**src/rtl/sram_bridge_pkg.sv**
```systemverilog
`default_nettype none
// ============================================================================
//  Module   : sram_bridge_pkg
//  Purpose  : Command codes, FSM state encoding and command decode helpers
//             shared by the AVR-to-SRAM bridge.
//  Revision : 1.0 - initial release
// ============================================================================
package sram_bridge_pkg;

   localparam logic [2:0] CMD_NOP       = 3'd0;
   localparam logic [2:0] CMD_READ      = 3'd1;
   localparam logic [2:0] CMD_WRITE     = 3'd2;
   localparam logic [2:0] CMD_READ_INC  = 3'd3;
   localparam logic [2:0] CMD_WRITE_INC = 3'd4;

   localparam int WAIT_CNT_W = 4;

   typedef enum logic [2:0] {
      ST_IDLE     = 3'd0,
      ST_RD       = 3'd1,
      ST_WR_SETUP = 3'd2,
      ST_WR_PULSE = 3'd3,
      ST_WR_HOLD  = 3'd4
   } state_t;

   function automatic logic cmd_is_read(input logic [2:0] cmd);
      return (cmd == CMD_READ) || (cmd == CMD_READ_INC);
   endfunction

   function automatic logic cmd_is_write(input logic [2:0] cmd);
      return (cmd == CMD_WRITE) || (cmd == CMD_WRITE_INC);
   endfunction

   function automatic logic cmd_is_inc(input logic [2:0] cmd);
      return (cmd == CMD_READ_INC) || (cmd == CMD_WRITE_INC);
   endfunction

   // Codes 5..7 alias NOP, so only the four access codes count as operations
   function automatic logic cmd_is_op(input logic [2:0] cmd);
      return cmd_is_read(cmd) || cmd_is_write(cmd);
   endfunction

endpackage
`default_nettype wire

```
**src/rtl/sram_addr_sreg.sv**
```systemverilog
`default_nettype none
// ============================================================================
//  Module   : sram_addr_sreg
//  Purpose  : SRAM address register. Loaded serially MSB first, held, or
//             incremented by one with natural wrap from all-ones to zero.
//  Revision : 1.0 - initial release
// ============================================================================
module sram_addr_sreg #(
   parameter int ADDR_W = 21
) (
   input  logic              clk,
   input  logic              rst_n,
   input  logic              shift_en,
   input  logic              si,
   input  logic              inc,
   output logic [ADDR_W-1:0] addr
);

   // Increment and shift are never requested together; increment wins anyway
   always_ff @(posedge clk or negedge rst_n) begin
      if (!rst_n) begin
         addr <= '0;
      end else if (inc) begin
         addr <= addr + ADDR_W'(1);
      end else if (shift_en) begin
         addr <= {addr[ADDR_W-2:0], si};
      end
   end

endmodule
`default_nettype wire

```
**src/rtl/sram_bridge.sv**
```systemverilog
`default_nettype none
// ============================================================================
//  Module   : sram_bridge
//  Purpose  : Bridges a serial-address / parallel-data AVR command port to an
//             asynchronous SRAM with programmable strobe length. All SRAM and
//             AVR-side outputs come straight from flops.
//  Revision : 1.0 - initial release
// ============================================================================
module sram_bridge
   import sram_bridge_pkg::*;
#(
   parameter int ADDR_W   = 21,
   parameter int DATA_W   = 8,
   parameter int WAIT_CYC = 2
) (
   input  logic              avr_clk,
   input  logic              avr_rst_n,
   input  logic              avr_si,
   input  logic              avr_shift_en,
   input  logic [2:0]        avr_cmd,
   input  logic              avr_cmd_valid,
   input  logic [DATA_W-1:0] avr_wdata,
   output logic [DATA_W-1:0] avr_rdata,
   output logic              avr_rdata_valid,
   output logic              avr_busy,
   output logic              avr_cmd_drop,
   output logic [ADDR_W-1:0] sram_addr,
   input  logic [DATA_W-1:0] sram_dq_i,
   output logic [DATA_W-1:0] sram_dq_o,
   output logic              sram_dq_oe,
   output logic              sram_ce_n,
   output logic              sram_oe_n,
   output logic              sram_we_n
);

   localparam logic [WAIT_CNT_W-1:0] WAIT_LOAD = WAIT_CNT_W'(WAIT_CYC);

   state_t                state;
   logic [WAIT_CNT_W-1:0] wait_cnt;
   logic                  inc_flag;

   logic                  accept;
   logic                  addr_shift;
   logic                  addr_inc;

   // Command acceptance and address-register control derived from current state
   always_comb begin
      accept     = (state == ST_IDLE) && avr_cmd_valid && cmd_is_op(avr_cmd);
      // An accepted command uses the pre-shift address, so shifting is suppressed
      addr_shift = (state == ST_IDLE) && avr_shift_en && !accept;
      addr_inc   = inc_flag &&
                   (((state == ST_RD) && (wait_cnt == '0)) || (state == ST_WR_HOLD));
   end

   sram_addr_sreg #(
      .ADDR_W (ADDR_W)
   ) u_addr (
      .clk      (avr_clk),
      .rst_n    (avr_rst_n),
      .shift_en (addr_shift),
      .si       (avr_si),
      .inc      (addr_inc),
      .addr     (sram_addr)
   );

   // Access sequencer: state, wait counter and every registered output
   always_ff @(posedge avr_clk or negedge avr_rst_n) begin
      if (!avr_rst_n) begin
         state           <= ST_IDLE;
         wait_cnt        <= '0;
         inc_flag        <= 1'b0;
         avr_rdata       <= '0;
         avr_rdata_valid <= 1'b0;
         avr_busy        <= 1'b0;
         avr_cmd_drop    <= 1'b0;
         sram_dq_o       <= '0;
         sram_dq_oe      <= 1'b0;
         sram_ce_n       <= 1'b1;
         sram_oe_n       <= 1'b1;
         sram_we_n       <= 1'b1;
      end else begin
         avr_rdata_valid <= 1'b0;
         avr_cmd_drop    <= (state != ST_IDLE) && avr_cmd_valid && cmd_is_op(avr_cmd);

         case (state)
            ST_IDLE: begin
               if (avr_cmd_valid && cmd_is_read(avr_cmd)) begin
                  state     <= ST_RD;
                  wait_cnt  <= WAIT_LOAD;
                  inc_flag  <= cmd_is_inc(avr_cmd);
                  avr_busy  <= 1'b1;
                  sram_ce_n <= 1'b0;
                  sram_oe_n <= 1'b0;
               end else if (avr_cmd_valid && cmd_is_write(avr_cmd)) begin
                  state      <= ST_WR_SETUP;
                  inc_flag   <= cmd_is_inc(avr_cmd);
                  sram_dq_o  <= avr_wdata;
                  avr_busy   <= 1'b1;
                  sram_ce_n  <= 1'b0;
                  sram_dq_oe <= 1'b1;
               end
            end

            ST_RD: begin
               if (wait_cnt == '0) begin
                  state           <= ST_IDLE;
                  avr_rdata       <= sram_dq_i;
                  avr_rdata_valid <= 1'b1;
                  avr_busy        <= 1'b0;
                  sram_ce_n       <= 1'b1;
                  sram_oe_n       <= 1'b1;
               end else begin
                  wait_cnt <= wait_cnt - 4'd1;
               end
            end

            ST_WR_SETUP: begin
               state     <= ST_WR_PULSE;
               wait_cnt  <= WAIT_LOAD;
               sram_we_n <= 1'b0;
            end

            ST_WR_PULSE: begin
               if (wait_cnt == '0) begin
                  state     <= ST_WR_HOLD;
                  sram_we_n <= 1'b1;
               end else begin
                  wait_cnt <= wait_cnt - 4'd1;
               end
            end

            ST_WR_HOLD: begin
               state      <= ST_IDLE;
               avr_busy   <= 1'b0;
               sram_ce_n  <= 1'b1;
               sram_dq_oe <= 1'b0;
            end

            default: begin
               state      <= ST_IDLE;
               avr_busy   <= 1'b0;
               sram_ce_n  <= 1'b1;
               sram_oe_n  <= 1'b1;
               sram_we_n  <= 1'b1;
               sram_dq_oe <= 1'b0;
            end
         endcase
      end
   end

endmodule
`default_nettype wire

```
**config.mk**
```make
export PLATFORM = sky130hd
export DESIGN_NAME = sram_bridge
export DESIGN_NICKNAME = d
export VERILOG_FILES = /design/src/rtl/sram_bridge_pkg.sv /design/src/rtl/sram_addr_sreg.sv /design/src/rtl/sram_bridge.sv
export SDC_FILE = /design/constraint.sdc
export NUM_CORES = 1
export LEC_CHECK = 0
export BUFFER_PORTS_ARGS = -buffer_cell sky130_fd_sc_hd__buf_2
export CAP_MARGIN = 20
export CORE_UTILIZATION = 35
export CTS_CLUSTER_SIZE = 25
export DETAILED_ROUTE_END_ITERATION = 6
export MAX_ROUTING_LAYER = met4
export PLACE_DENSITY = 0.63
export SLEW_MARGIN = 20
export SYNTH_ARGS = -nofsm -noshare
export SYNTH_HDL_FRONTEND = slang
export SYNTH_SLANG_ARGS = --single-unit
```
**constraint.sdc**
```tcl
create_clock -name avr_clk -period 2.4 [get_ports avr_clk]
set_input_delay 0.12 -clock avr_clk [delete_from_list [all_inputs] [get_ports avr_clk]]
set_output_delay 0.12 -clock avr_clk [all_outputs]
set_load 0.05 [all_outputs]
```
==> flow_metrics.py, run 1 <==
metrics = {
    "timing": {
        "max_freq_ghz": 0.467,
        "fin_skew_ns": 0.00518,
        "hold_slack_ns": 0.0449,
        "final-hold-violation-count": 0,
        "slew_headroom_pct": 32.1,
        "setup_tns_ns": 0,
        "layout_min_cycle_time_ns": 2.14,
        "tightest_slew_ns": 1.01,
        "slew_violations": 0,
        "fin_crit_sh_pct": 89.3,
        "rsz0062_at_grt": "false",
        "finalSetupViolations": 0,
    },
    "clock_network": {
        "cts_buffers": 5,
        "path_clk_slew_ns": 0.09,
        "htreeDepth": 2,
        "cts-root-buf": "clkbuf_8",
        "ctsResizeCount": 0,
        "cts_sinks": 52,
        "cts_buffer_depth": 2,
        "cts_setup_buffers": 0,
        "tritoncts": "built",
        "clk_latency_ns": 0.30,
    },
    "synth": {
        "synth_top_area_cell": "dfrtp_1",
        "synth.area.top_cells": "dfrtp_1 (44%), mux2_4 (8.6%), nor2_1 (3.9%)",
        "yosysSeqAreaShare_pct": 46.7,
        "synth_nets": 296,
        "ys_ff_latch": 52,
        "ys.flop_type": "dfrtp_1",
        "synthDistinctLibCells": 57,
        "async_reset_ff_share_pct": 100,
        "synth_top_area_share_pct": 43.9,
        "synth_edf_count": 0,
        "yosysWarnings": 0,
        "syn-instance-count": 270,
        "netlist_area_mm2": 0.00280,
        "avgSynthCellArea_um2": 10.4,
    },
    "route": {
        "drt_iter0_markers": 107,
        "drtPass1Iterations": 4,
        "finalWirelength_um": 6520,
        "antenna_left": 0,
        "vias": 2371,
        "wl_per_cell_um": 14.7,
        "drt-vias-per-instance": 5.34,
        "drcViolationCount": 0,
    },
    "power": {
        "total_power_uw": 4770,
        "powerDensity_mw_per_mm2": 1410,
        "ir_worst_vdd_v": 0.000540,
        "leakage_uw": 0.00160,
    },
    "finish": {
        "mostFrequentLayoutCell": "buf_2",
        "multiInputGateArea_mm2": 0.00138,
        "fill_cells": 789,
        "diodes": 0,
        "mostFrequentLayoutCells": "buf_2 (67), dfrtp_1 (49), nor2_1 (29)",
        "area_growth_pct": 21.2,
        "final-seq-area_mm2": 0.00131,
        "drive_gt1_share_pct": 34.8,
        "fin_nets": 367,
    },
    "floorplanning": {
        "die_x_um": 91.4,
        "dieArea_mm2": 0.00835,
        "ios": 68,
        "core-area_mm2": 0.00773,
        "die_h_um": 91.4,
        "start_util_pct": 36.2,
        "row_count": 32,
    },
    "setup_path": {
        "critical_path.max_stage_delay_ns": 0.39,
        "worstSetupPathType": "flip-flop to flip-flop",
        "path_buf_inv": 3,
        "critPathLaunch": "wait_cnt[1]",
        "crit_arrival_ns": 2.37,
        "reg2reg_depth": 9,
        "crit-reg2reg-capture": "u_addr.addr[20]",
        "worstPathCellList": "inv_1 -> ha_1 -> nor3b_2 -> buf_4 -> a21oi_1 -> buf_4 -> nor3_1 -> a211oi_1 -> nor3_1",
        "crit_fanout": 11,
        "slowest_stage": "dfrtp_1",
        "r2r_setup_slack_ns": 0.26,
        "cp-start-kind": "flip-flop",
        "cp-end-kind": "flip-flop",
        "cp_top_family": "simple AND/OR/NAND/NOR gates",
        "critPathRequiredTime_ns": 2.62,
        "rr_startpoint": "wait_cnt[1]",
    },
    "global_route": {
        "grt_usage_pct": 16.8,
        "grt_pass1_wl_um": 11000,
        "grt.overflow.total": 0,
        "grt_pass1_vias": 2256,
        "antenna_found_initial": 0,
        "grt_max_degree": 27,
    },
    "min_path": {
        "worstHoldEndpoint": "sram_dq_o[3]",
        "min_path_type": "primary input to flip-flop",
        "min_from": "avr_wdata[3]",
        "min_path_cells": 2,
    },
    "placement": {
        "port_buffers": 67,
        "place_hpwl_um": 4760,
        "gp_congestion": 0.827,
    },
    "flow_run": {
        "max-cap-violations": 0,
    },
    "status": {
        "status": "completed",
    },
}
-- stage by stage --
stage | std cells | worst slack, ns | util, % | instance area [um2]
floorplan | 270 | 0.402 | - | 2800
detailed placement | 435 | 0.283 | 42.1 | 3250
global placement | 435 | 0.340 | 42.1 | 3250
CTS | 444 | 0.265 | 43.8 | 3390
global route | 444 | 0.0865 | 43.8 | 3390
finish | 444 | 0.257 | 43.8 | 3390
-- registers in the layout (all words and copies together), names as in the netlist --
name and count:
avr_busy 1, avr_cmd_drop 1, avr_rdata 8, avr_rdata_valid 1, inc_flag 1, sram_ce_n 1
sram_dq_o 8, sram_dq_oe 1, sram_oe_n 1, sram_we_n 1, state 3, u_addr.addr 21
wait_cnt 4
-- cell usage after synthesis (3+ instances only) --
cell      instances
mux2_4           16
inv_1             7
o21a_1            5
nand4_1           6
nor2_1           29
clkbuf_1          5
dfstp_2           3
nand2b_1          3
nor3_1           10
a22oi_1           4
a31oi_1           5
buf_4             3
buf_2             5
nand2_1          16
dfrtp_1          49
a211o_1           3
nand3_1          15
o21ai_0          11
a21o_1            3
a22o_1            3
a21oi_1          14
o311ai_0          4
-- cell families (layout without fill, tap and decap cells) --
group	after synthesis	in the layout	synth area share (%)
AOI/OAI and AO/OA	70	70	17.6
xor gates and xnor gates	1	1	0.313
adders and majority gates	2	2	0.895
buffers and inverters	22	94	4.12
DFF	52	52	46.7
muxes	19	19	9.71
and+or+nand+nor	104	104	20.6
-- cell type report --
class	instances	share of cell area, %
clock buffer	7	2.84
sequential	52	38.5
timing repair buffer	79	12.6
inverter	7	0.775
multi-input combinational	196	40.6
clock inverter	1	0.886
tap	102	3.77
-- power breakdown --
part	internal (uW)	leakage (uW)	switching, uW
logic	839	0.000882	1690
clock network	368	0.0000645	286
registers	1240	0.000653	352
total	2440	0.00160	2330
-- per-layer routing --
metal  track usage, %  share of wire, %  vias to the layer above
met2             25.5                46                       61
li1                 -                 -                     1151
met1             23.1                49                     1154
met4             4.50              0.97                        0
met5                -                 0                        -
met3             3.02               4.2                        5
-- repair_timing --
action	CTS	global route
hold buffers	1	0
hold endpoints to repair	23	0
endpoints found under the setup margin	0	0
-- worst max path at each step --
stage / to / slack (ns) / cells after the start
floorplan: u_addr.addr[15] / 0.40 / 7
global placement: u_addr.addr[15] / 0.34 / 7
detailed placement: u_addr.addr[20] / 0.28 / 9
CTS: u_addr.addr[20] / 0.27 / 9
global route: u_addr.addr[20] / 0.09 / 9
finish: u_addr.addr[20] / 0.26 / 9
No activity file was read; power rests on OpenSTA's default activity.
==> run 2, diff against run 1 <==
PLACE_DENSITY = default   (was 0.63)
SYNTH_HIERARCHICAL = 1   (was default)
==> run 2 against run 1 <==
Worst setup slack worse by 0.11 ns. Final cell count grew 0.68%. Area after synthesis shrank 1.7%. Combinational power decreased by 8%. Sequential share of layout area down 0.30 points. Wire length is 4.3% lower. Utilization grew 2.2 points. Fmax fell by 4.8%.
==> flow_metrics.py, run 2 <==
metrics = {
    "clock_network": {
        "cts_sinks": 52,
        "path_clk_slew_ns": 0.09,
        "tritoncts": "built",
        "htreeDepth": 2,
        "cts_buffers": 5,
        "cts_buffer_depth": 2,
        "cts-root-buf": "clkbuf_8",
        "clk_latency_ns": 0.30,
    },
    "power": {
        "pwr-share-seq_pct": 34.6,
        "leakage_uw": 0.00156,
        "ir_worst_vdd_v": 0.000647,
        "power_switching_uw": 2160,
        "p_int_uw": 2240,
        "power_frac_comb_pct": 53.1,
        "pwr-share-clk_pct": 12.3,
        "powerDensity_mw_per_mm2": 1290,
        "switching_share_pct": 49.1,
    },
    "placement": {
        "gp_congestion": 0.825,
        "place_inst": 435,
        "place_hpwl_um": 4520,
        "port_buffers": 67,
    },
    "finish": {
        "drive_gt1_share_pct": 36.8,
        "fin_nets": 374,
        "fill_cells": 740,
        "largest_reg_flops": 21,
        "diodes": 0,
        "fin_cells": 447,
        "area_growth_pct": 24.3,
        "reg.largest.list": "u_addr/addr x21, avr_rdata x8, sram_dq_o x8",
        "mostFrequentLayoutCells": "buf_2 (67), dfrtp_1 (49), a21oi_1 (21)",
        "mostFrequentLayoutCell": "buf_2",
        "regMostFlops": "u_addr/addr",
    },
    "global_route": {
        "antenna_found_initial": 0,
        "grt.overflow.total": 0,
        "grt_max_degree": 36,
        "grt_pass1_wl_um": 10600,
        "grt_pass1_vias": 2203,
        "grt_usage_pct": 16.4,
    },
    "timing": {
        "setup_tns_ns": 0,
        "slew_headroom_pct": 47.0,
        "max_freq_ghz": 0.444,
        "rsz0062_at_grt": "false",
        "finalSetupViolations": 0,
        "final-hold-violation-count": 0,
        "slew_violations": 0,
        "layout_min_cycle_time_ns": 2.25,
        "fin_crit_sh_pct": 93.8,
        "fin_skew_ns": 0.00789,
        "tightest_slew_ns": 0.794,
    },
    "route": {
        "drtPass1Iterations": 4,
        "wl_per_cell_um": 14.0,
        "drt_iter0_markers": 104,
        "drt-vias-per-instance": 5.17,
        "vias": 2310,
        "drcViolationCount": 0,
        "finalWirelength_um": 6240,
        "antenna_left": 0,
    },
    "flow_run": {
        "max-cap-violations": 0,
    },
    "synth": {
        "syn-instance-count": 265,
        "avgSynthCellArea_um2": 10.4,
        "synth_nets": 291,
        "yosysSeqAreaShare_pct": 47.5,
        "async_reset_ff_share_pct": 100,
        "ys_ff_latch": 52,
        "ys.flop_type": "dfrtp_1",
        "synthDistinctLibCells": 62,
        "post-synth-top-count-cell": "dfrtp_1",
        "netlist_area_mm2": 0.00275,
        "synthTopCellsByCount": "dfrtp_1 (49), a21oi_1 (21), nor2_1 (19), mux2_2 (18), nand2_1 (17)",
        "synth_top_area_cell": "dfrtp_1",
        "synth_top_area_share_pct": 44.6,
        "synth.area.top_cells": "dfrtp_1 (45%), mux2_2 (7.4%), a21oi_1 (3.8%)",
        "yosysWarnings": 6,
        "synth_edf_count": 0,
    },
    "floorplanning": {
        "start_util_pct": 37.1,
        "dieArea_mm2": 0.00820,
        "row_count": 31,
        "core-area_mm2": 0.00741,
        "die_x_um": 90.6,
        "die_h_um": 90.6,
        "ios": 68,
    },
    "min_path": {
        "min_path_type": "primary input to flip-flop",
    },
    "setup_path": {
        "cp-end-kind": "flip-flop",
        "critPathRequiredTime_ns": 2.62,
        "cp-start-kind": "flip-flop",
        "crit_fanout": 7,
        "worstSetupPathType": "flip-flop to flip-flop",
        "crit_arrival_ns": 2.47,
    },
    "status": {
        "status": "completed",
    },
}
run 2: final cells by class:
type	count	area, um2	area share [%]
well taps	99	124	3.63
multi-input cells	190	1350	39.5
flip-flops and latches	52	1310	38.2
inverters	12	45.0	1.32
repair buffers	87	495	14.5
clock buffers	7	96.3	2.82
run 2: power groups by stage:
stage	clock, uW	combinational, uW	sequential (uW)
2_1_floorplan	0	855	2410
3_3_place_gp	0	2310	1530
3_5_place_dp	0	2320	1540
4_1_cts	567	2320	1520
5_1_grt	594	2500	1590
6_report	542	2340	1520
run 2: worst max-delay path, cell delays in order, from the launching register on:
cell	delay (ns)
dfrtp_1	0.41
inv_1	0.12
ha_4	0.16
nor3b_4	0.18
a21oi_1	0.11
nor3b_2	0.30
buf_4	0.17
and2_1	0.15
nand4_1	0.08
buf_4	0.18
o21a_1	0.16
nor3_1	0.16
run 2: per-stage QoR:
stage / instance area [um2] / util, % / hold WS, ns / total power [uW] / setup WS (ns)
floorplan: 2750 / - / -0.176 / 3260 / 0.0604
global placement: 3250 / 43.9 / 0.261 / 3840 / 0.0989
detailed placement: 3250 / 43.9 / 0.271 / 3850 / 0.0407
CTS: 3360 / 45.3 / 0.0260 / 4410 / 0.00435
global route: 3410 / 46.1 / 0.0307 / 4680 / 0.00347
finish: 3410 / 46.1 / 0.0419 / 4400 / 0.149
run 2: path summary, 6_finish.rpt:
| path | endpoint | slack, ns | depth (start not counted) | from |
|---|---|---|---|---|
| max in group asynchronous | u_addr/addr[12] | 1.32 | 3 | avr_rst_n |
| worst min register to register | avr_rdata[1] | 0.51 | 1 | avr_rdata[1] |
| worst max register to register | u_addr/addr[17] | 0.15 | 11 | wait_cnt[1] |
| min in group asynchronous | u_addr/addr[0] | 0.43 | 2 | avr_rst_n |
| worst min-delay path | sram_dq_o[2] | 0.04 | 2 | avr_wdata[2] |
| worst max-delay path | u_addr/addr[17] | 0.15 | 11 | wait_cnt[1] |
run 2: timing repair:
action / in CTS / in global routing
hold endpoints to repair: 30 / 0
setup endpoints to repair: 0 / 16
resized for setup: 0 / 6
buffers inserted: 0 / 4
hold buffers: 1 / 0
run 2: logic make-up (layout without fill, tap and decap cells):
family / count (synthesis) / count (layout) / share of synthesized area (%)
AOI/OAI and AO/OA: 67 / 67 / 16.6
DFF: 52 / 52 / 47.5
and+or+nand+nor: 98 / 98 / 21.6
adders and majority gates: 2 / 2 / 0.911
buffers and inverters: 23 / 106 / 4.19
muxes: 22 / 22 / 8.84
xor gates and xnor gates: 1 / 1 / 0.319
run 2: metal layers:
layer  GRT usage [%]  vias to the layer above  wire length, um
li1                -                     1149                -
met1            23.4                     1099             3140
met2            23.5                       58             2800
met3            2.61                        4              253
met4            5.78                        0               46
met5               -                        -                0
